--- src/rtl/seq_gen.sv ---
// Serial frame transmitter: sync preamble, LSB-first payload, optional even parity, idle gap.
// Latency: the first preamble bit is on data_o in the cycle after the accepting edge.
// Backpressure: in_ready_o is high only while idle; words are refused for the whole frame and gap.
// Optional even-parity bit after the payload: define SEQ_GEN_PARITY_EN.
module seq_gen #(
  parameter int                 SEQ_LEN     = 4,
  parameter logic [SEQ_LEN-1:0] SEQ_PATTERN = 4'b1011,
  parameter int                 DATA_LEN    = 8,
  parameter int                 GAP_LEN     = 2
) (
  input  logic                clk,
  input  logic                rst,
  input  logic                in_valid_i,
  input  logic [DATA_LEN-1:0] in_data_i,
  output logic                in_ready_o,
  output logic                data_o,
  output logic                tx_active_o,
  output logic                done_o,
  output logic [15:0]         frame_cnt_o
);

  localparam int MAX_LEN = (SEQ_LEN > DATA_LEN) ?
                           ((SEQ_LEN > GAP_LEN) ? SEQ_LEN : GAP_LEN) :
                           ((DATA_LEN > GAP_LEN) ? DATA_LEN : GAP_LEN);
  localparam int CNT_W = $clog2(MAX_LEN) + 1;

  localparam logic [CNT_W-1:0] SEQ_LAST  = CNT_W'(SEQ_LEN - 1);
  localparam logic [CNT_W-1:0] DATA_LAST = CNT_W'(DATA_LEN - 1);
  localparam logic [CNT_W-1:0] GAP_LAST  = CNT_W'((GAP_LEN > 0) ? GAP_LEN - 1 : 0);

  typedef enum logic [2:0] {
    IDLE,
    PREAMBLE,
    PAYLOAD,
    PARITY,
    GAP
  } state_t;

  // With no gap configured a finished frame falls straight back to IDLE.
  localparam state_t AFTER_FRAME = (GAP_LEN > 0) ? GAP : IDLE;

  state_t              state, state_nxt;
  logic [CNT_W-1:0]    cnt, cnt_nxt;
  logic [DATA_LEN-1:0] word_q;
  logic                frame_end;
  logic                line_bit;
  logic                active_nxt;
  logic                pat_bit;
  logic                word_bit;

  assign in_ready_o = (state == IDLE);

  // Bit selects via mask so every pattern/word bit is consumed and the counter width never matters.
  assign pat_bit  = |(SEQ_PATTERN & (SEQ_LEN'(1) << cnt_nxt));
  assign word_bit = |(word_q & (DATA_LEN'(1) << cnt_nxt));

  // State and bit counter registers; reset aborts any frame in flight.
  always_ff @(posedge clk or posedge rst) begin
    if (rst) begin
      state <= IDLE;
      cnt   <= '0;
    end else begin
      state <= state_nxt;
      cnt   <= cnt_nxt;
    end
  end

  // Next-state logic: counter clears on every state change, frame_end marks the last frame bit.
  always_comb begin
    state_nxt = state;
    cnt_nxt   = cnt + 1'b1;
    frame_end = 1'b0;
    case (state)
      IDLE: begin
        cnt_nxt = '0;
        if (in_valid_i) state_nxt = PREAMBLE;
      end
      PREAMBLE: begin
        if (cnt == SEQ_LAST) begin
          state_nxt = PAYLOAD;
          cnt_nxt   = '0;
        end
      end
      PAYLOAD: begin
        if (cnt == DATA_LAST) begin
          cnt_nxt = '0;
`ifdef SEQ_GEN_PARITY_EN
          state_nxt = PARITY;
`else
          state_nxt = AFTER_FRAME;
          frame_end = 1'b1;
`endif
        end
      end
      PARITY: begin
        state_nxt = AFTER_FRAME;
        cnt_nxt   = '0;
        frame_end = 1'b1;
      end
      GAP: begin
        if (cnt == GAP_LAST) begin
          state_nxt = IDLE;
          cnt_nxt   = '0;
        end
      end
      default: begin
        state_nxt = IDLE;
        cnt_nxt   = '0;
      end
    endcase
  end

  // Line value for the upcoming cycle, decoded from where the FSM is heading.
  always_comb begin
    line_bit   = 1'b0;
    active_nxt = 1'b0;
    case (state_nxt)
      PREAMBLE: begin
        line_bit   = pat_bit;
        active_nxt = 1'b1;
      end
      PAYLOAD: begin
        line_bit   = word_bit;
        active_nxt = 1'b1;
      end
      PARITY: begin
        line_bit   = ^word_q;
        active_nxt = 1'b1;
      end
      default: begin
        line_bit   = 1'b0;
        active_nxt = 1'b0;
      end
    endcase
  end

  // Registered outputs, payload latch on the handshake, and the completed-frame counter.
  always_ff @(posedge clk or posedge rst) begin
    if (rst) begin
      word_q      <= '0;
      data_o      <= 1'b0;
      tx_active_o <= 1'b0;
      done_o      <= 1'b0;
      frame_cnt_o <= '0;
    end else begin
      if (state == IDLE && in_valid_i) word_q <= in_data_i;
      data_o      <= line_bit;
      tx_active_o <= active_nxt;
      done_o      <= frame_end;
      if (frame_end) frame_cnt_o <= frame_cnt_o + 16'd1;
    end
  end

endmodule
--- config.mk ---
export PLATFORM = sky130hd
export DESIGN_NAME = seq_gen
export DESIGN_NICKNAME = d
export VERILOG_FILES = /design/src/rtl/seq_gen.sv
export SDC_FILE = /design/constraint.sdc
export NUM_CORES = 1
export LEC_CHECK = 0
export CORE_ASPECT_RATIO = 0.5
export CORE_MARGIN = 1.5
export CORE_UTILIZATION = 52
export CTS_CLUSTER_SIZE = 28
export DETAILED_ROUTE_END_ITERATION = 12
export PLACE_DENSITY = 0.86
export SLEW_MARGIN = 25
export SYNTH_ARGS = -nofsm -noshare
export SYNTH_HDL_FRONTEND = slang
export SYNTH_SLANG_ARGS = --single-unit
export TNS_END_PERCENT = 50
--- constraint.sdc ---
create_clock -name clk -period 2.4 [get_ports clk]
set_clock_uncertainty 0.15 [all_clocks]
set_input_delay 0.72 -clock clk [delete_from_list [all_inputs] [get_ports clk]]
set_output_delay 0.72 -clock clk [all_outputs]
set_load 0.01 [all_outputs]
Word level (Yosys, flattened, before mapping)
Cells that the tools add are included.
{"block": "totals", "regBits": 34, "latchBits": 0, "ramBits": 0, "romBits": 0, "in_bits": 11, "output_inout_bits": 20, "elab_cells": 41, "memories": 0}
{"block": "op_classes", "n_addsub": 2, "n_mul": 0, "n_div": 0, "order_cmp": 0, "eq_ne": 10, "shift": 2, "muxes": 13, "n_bitwise": 1, "n_reduce_logical": 6}
{"cell": "$add A16 B1 Y16 const B", "n": 1}
{"cell": "$pmux W3 S5", "n": 1}
{"cell": "$eq A3 B2 Y1 const B", "n": 4}
{"cell": "$mux W3", "n": 4}
{"cell": "$mux W4", "n": 3}
{"cell": "$pmux W4 S3", "n": 1}
{"cell": "$and A8 B8 Y8", "n": 1}
{"cell": "$reduce_or A8 Y1", "n": 1}
{"cell": "$reduce_xor A8 Y1", "n": 1}
{"cell": "$shl A1 B4 Y8 const A", "n": 1}
{"cell": "$eq A3 B1 Y1 const B", "n": 2}
{"cell": "$reduce_or A3 Y1", "n": 2}
{"cell": "$add A4 B1 Y4 const B", "n": 1}
{"cell": "$eq A4 B1 Y1 const B", "n": 1}
{"cell": "$eq A4 B2 Y1 const B", "n": 1}
{"cell": "$eq A4 B3 Y1 const B", "n": 1}
{"cell": "$shl A1 B4 Y4 const A", "n": 1}
{"cell": "$eq A3 B3 Y1 const B", "n": 1}
{"cell": "$logic_not A3 Y1", "n": 1}
{"cell": "$pmux W1 S3", "n": 1}
{"cell": "$mux W1", "n": 2}
{"cell": "$pmux W1 S2", "n": 1}
{"cell": "$logic_and A1 B1 Y1", "n": 1}

Depth between registers and ports, before layout
{"block": "logic_depth", "ltp_word": 7, "ltp_mapped": 8, "depth_no_buf": 7}

Worst setup path before layout
OpenSTA, ideal clock, no wires.
{"block": "synth_timing", "path_kind": "flip-flop to flip-flop", "start": "register cnt[0]", "end": "register data_o", "setup_ps": 111, "arrival_ps": 1909, "t_required_ps": 2139, "setup_slack_ps": 230, "path_stages_with_launch": 8, "n_path_buf": 1, "cell_sequence": "dfrtp_1 > ha_1 > nor3b_1 > or4b_1 > buf_2 > o311ai_2 > a211oi_1 > a2111oi_2"}
{"block": "synth_via", "elab_chain_cells": 7}
{"element": "start: declaration", "line_no": "43", "text": "logic [CNT_W-1:0] cnt, cnt_nxt;"}
{"element": "start signal: assignment", "line_no": "64", "text": "cnt <= cnt_nxt;"}
{"element": "$add A4 B1 Y4 (tied with other cells)", "line_no": "71", "text": "cnt_nxt = cnt + 1'b1;"}
{"element": "$mux W4 (on tied branches)", "line_no": "101, 79, 85"}
{"element": "$pmux W4 S3", "line_no": "73", "text": "case (state)"}
{"element": "$shl A1 B4 Y8", "line_no": "55", "text": "assign word_bit = |(word_q & (DATA_LEN'(1) << cnt_nxt));"}
{"element": "$and A8 B8 Y8", "line_no": "55"}
{"element": "$reduce_or A8 Y1", "line_no": "55"}
{"element": "$pmux W1 S3 *", "line_no": "117", "text": "case (state_nxt)"}
{"element": "via line_bit", "line_no": "46", "text": "logic line_bit;"}
{"element": "end signal: assignment", "line_no": "147", "text": "data_o <= line_bit;"}
{"element": "end: declaration", "line_no": "16", "text": "output logic data_o,"}
Mark *: on every way through the listed nets, which the timed path passes. The rest lies on a longest branch.
A chain may end at the register's enable or synchronous reset.

Worst setup path in the final report
{"block": "layout_timing", "start": "register cnt[1]", "end": "register data_o"}
Same word-level chain as after synthesis.

==> flow_summary.toml <==
[layout]
diodes = 0
drive_above_1_share_pct = 13.5
area.sequential_um2 = 851
multiInputGateArea_um2 = 778
area_growth_pct = 29.2
layout_commonest_cell = "dfrtp_1"
nFillCells = 206
layout_common_cells = "dfrtp_1 (34), nand2_1 (32), clkdlybuf4s50_1 (29)"
nNetsFinal = 221

[global_route]
grt_overflow_total = 0
antenna_found_initial = 0
grt_pass1_wl_um = 6120
grt_max_degree = 35
grt_usage_pct = 21.8
grt_pass1_vias = 1356

[sta]
maxSlewHeadroom_pct = 68.7
max_freq_mhz = 444
slew_viol_final = 0
finalSetupTns_ns = 0
setup_violations = 0
hold_viol_final = 0
rsz0062_at_grt = "false"
worst_pin_slew_ns = 0.465
hold_ws_ns = 0.321
post-route-period-util_pct = 93.8
min_period_ns = 2.25

[critical_path]
cp_num_buf_inv = 0
critPathLaunchType = "flop"
worstPathArrival_ns = 2.27
critPathTopFamily = "simple AND/OR/NAND/NOR gates"
slowest_delay_ns = 0.55
worstPathMaxFanout = 6
criticalPathCategory = "flop to flop"
crit_required_ns = 2.42
end_kind = "flop"
crit_slowest_cell = "or4b_4"
cp_cell_sequence = "ha_1 -> nor3b_1 -> or4b_4 -> o311ai_2 -> a211oi_1 -> a2111oi_2"

[synth]
syn-mean-instance-area_um2 = 10.1
ys_seq_area_share_pct = 49.5
yosysTopAreaCell = "dfrtp_1"
synth_seq_cells = 34
synth_nets = 185
yosysTopAreaCellShare_pct = 49.5
synth_cell_types = 43
synth-xor-area-share_pct = 9.16
synth_edf_count = 0
synth_area_leaders = "dfrtp_1 (49%), nand2_1 (7.0%), xnor2_1 (6.6%)"
synthAdderAreaFrac_pct = 2.18
synth_cells = 171
ys_warn_count = 0
synth_compound_area_share_pct = 8.73
synth_top_family_by_area = "simple AND/OR/NAND/NOR gates"
async_flop_share_pct = 100
synth_mux_area_share_pct = 1.24
yosys.area_share.simple_pct = 23.3
synth_ff_type = "dfrtp_1"
netlist_area_um2 = 1720

[cts]
clockBufferDepth = 2
cts_made_buffers = 5
htree_levels = 2
clkLatencyLatePin_ns = 0.29
root_buffer = "clkbuf_8"
cts_tree = "done"
cts_setup_buffers = 0
cts_num_sinks = 34
path_clk_slew_ns = 0.07

[floorplan]
die_y_um = 43.7
core-area_um2 = 3080
num_rows = 14
boundaryPins = 31
die_x_um = 84.3
start_util_pct = 55.8
die-area_um2 = 3680

[place]
port_buffers = 30
dp_hpwl_um = 2520
place.gp.congestion = 0.879

[routing]
drt_wl_total_um = 3600
via_per_inst = 5.55
first_iter_violations = 94
remaining_drc_errors = 0
wl_per_cell_um = 14.5
drt-pass1-iter-count = 4
vias = 1376
antenna_left = 0

[status]
outcome = "finished clean"

[pwr]
power_density_nw_per_um2 = 1150
p_leak_nw = 0.999
p_total_mw = 2.56
max-vdd-ir-drop_mv = 0.665

[job]
cap_violations = 0

[worst_hold_path]
hp-class = "flop to flop"
sequential cells by signal, indices dropped and copies added (netlist names):
signal       flops
cnt              4
data_o           1
done_o           1
frame_cnt_o     16
state            3
tx_active_o      1
word_q           8
synthesized netlist by cell type, drive strengths merged, types with 2 or more instances:
| cell type | count |
|---|---|
| nand3 | 5 |
| ha | 3 |
| inv | 9 |
| a21oi | 3 |
| nand4 | 4 |
| nor4 | 3 |
| buf | 9 |
| nor3 | 2 |
| and3 | 4 |
| xnor2 | 13 |
| or2 | 3 |
| o211ai | 3 |
| dfrtp | 34 |
| o311ai | 2 |
| nor2 | 10 |
| a211oi | 3 |
| nand2b | 3 |
| xor2 | 5 |
| o21ai | 3 |
| nand2 | 32 |
worst reg2reg max path, stage by stage, from the launching register on:
cell and delay, ns:
dfrtp_1 0.42, ha_1 0.25, nor3b_1 0.17, or4b_4 0.55
o311ai_2 0.12, a211oi_1 0.13, a2111oi_2 0.35
power breakdown:
part           total (mW)  internal, mW  switching, mW  leakage (nW)
combinational        1.04         0.498          0.545         0.480
sequential          0.856         0.732          0.124         0.447
clock               0.658         0.443          0.215        0.0714
routing by layer:
layer / part of all wire, % / GRT usage, % / up-vias / wire length [µm]
met5: 0 / 0 / - / 0
li1: - / - / 653 / -
met2: 50 / 37.9 / 39 / 1790
met3: 4.4 / 6.10 / 5 / 160
met1: 45 / 26.5 / 679 / 1620
met4: 1.0 / 9.03 / 0 / 36
kinds of logic (layout without fill, tap and decap cells):
kind of cell	count (synthesis)	in the layout
adder cells (fa/ha/maj)	3	3
AO/OA/AOI/OAI	19	19
flip-flops	34	34
buffers and inverters	19	56
XOR/XNOR	18	18
multiplexers	2	2
AND/OR/NAND/NOR	76	76
cell type report:
type / instances / share of cell area (%)
clock buffers: 6 / 3.72
clock inverters: 2 / 2.70
inverters: 9 / 1.52
multi-input cells: 118 / 35.0
flip-flops and latches: 34 / 38.3
well taps: 40 / 2.25
repair buffers: 39 / 16.5
final timing paths:
check | from | end | slack, ns | cells after the start
worst max-delay path | cnt[1] | data_o | 0.15 | 6
worst min-delay path | frame_cnt_o[15] | frame_cnt_o[15] | 0.32 | 1
worst max register to register | cnt[1] | data_o | 0.15 | 6
worst min register to register | frame_cnt_o[15] | frame_cnt_o[15] | 0.32 | 1
max in group asynchronous | rst | word_q[4] | 1.13 | 3
min in group asynchronous | rst | frame_cnt_o[9] | 0.66 | 3
timing repair:
item | CTS | global route
setup endpoints to repair | 1 | 1
pin swaps | 0 | 0
hold buffers | 0 | 0
endpoints found under the hold margin | 0 | 0
resized for setup | 2 | 2
through the flow:
step | area [µm²] | util, % | instances | setup slack [ns]
final | 2220 | 72.1 | 248 | 0.149
after detailed placement | 2070 | 67.1 | 240 | 0.0860
after global placement | 2070 | 67.1 | 240 | 0.194
after floorplan | 1720 | - | 171 | 0.230
after global routing | 2220 | 72.1 | 248 | 0.0339
after CTS | 2220 | 71.9 | 248 | 0.0371
Power figures use the tool's default switching activity.
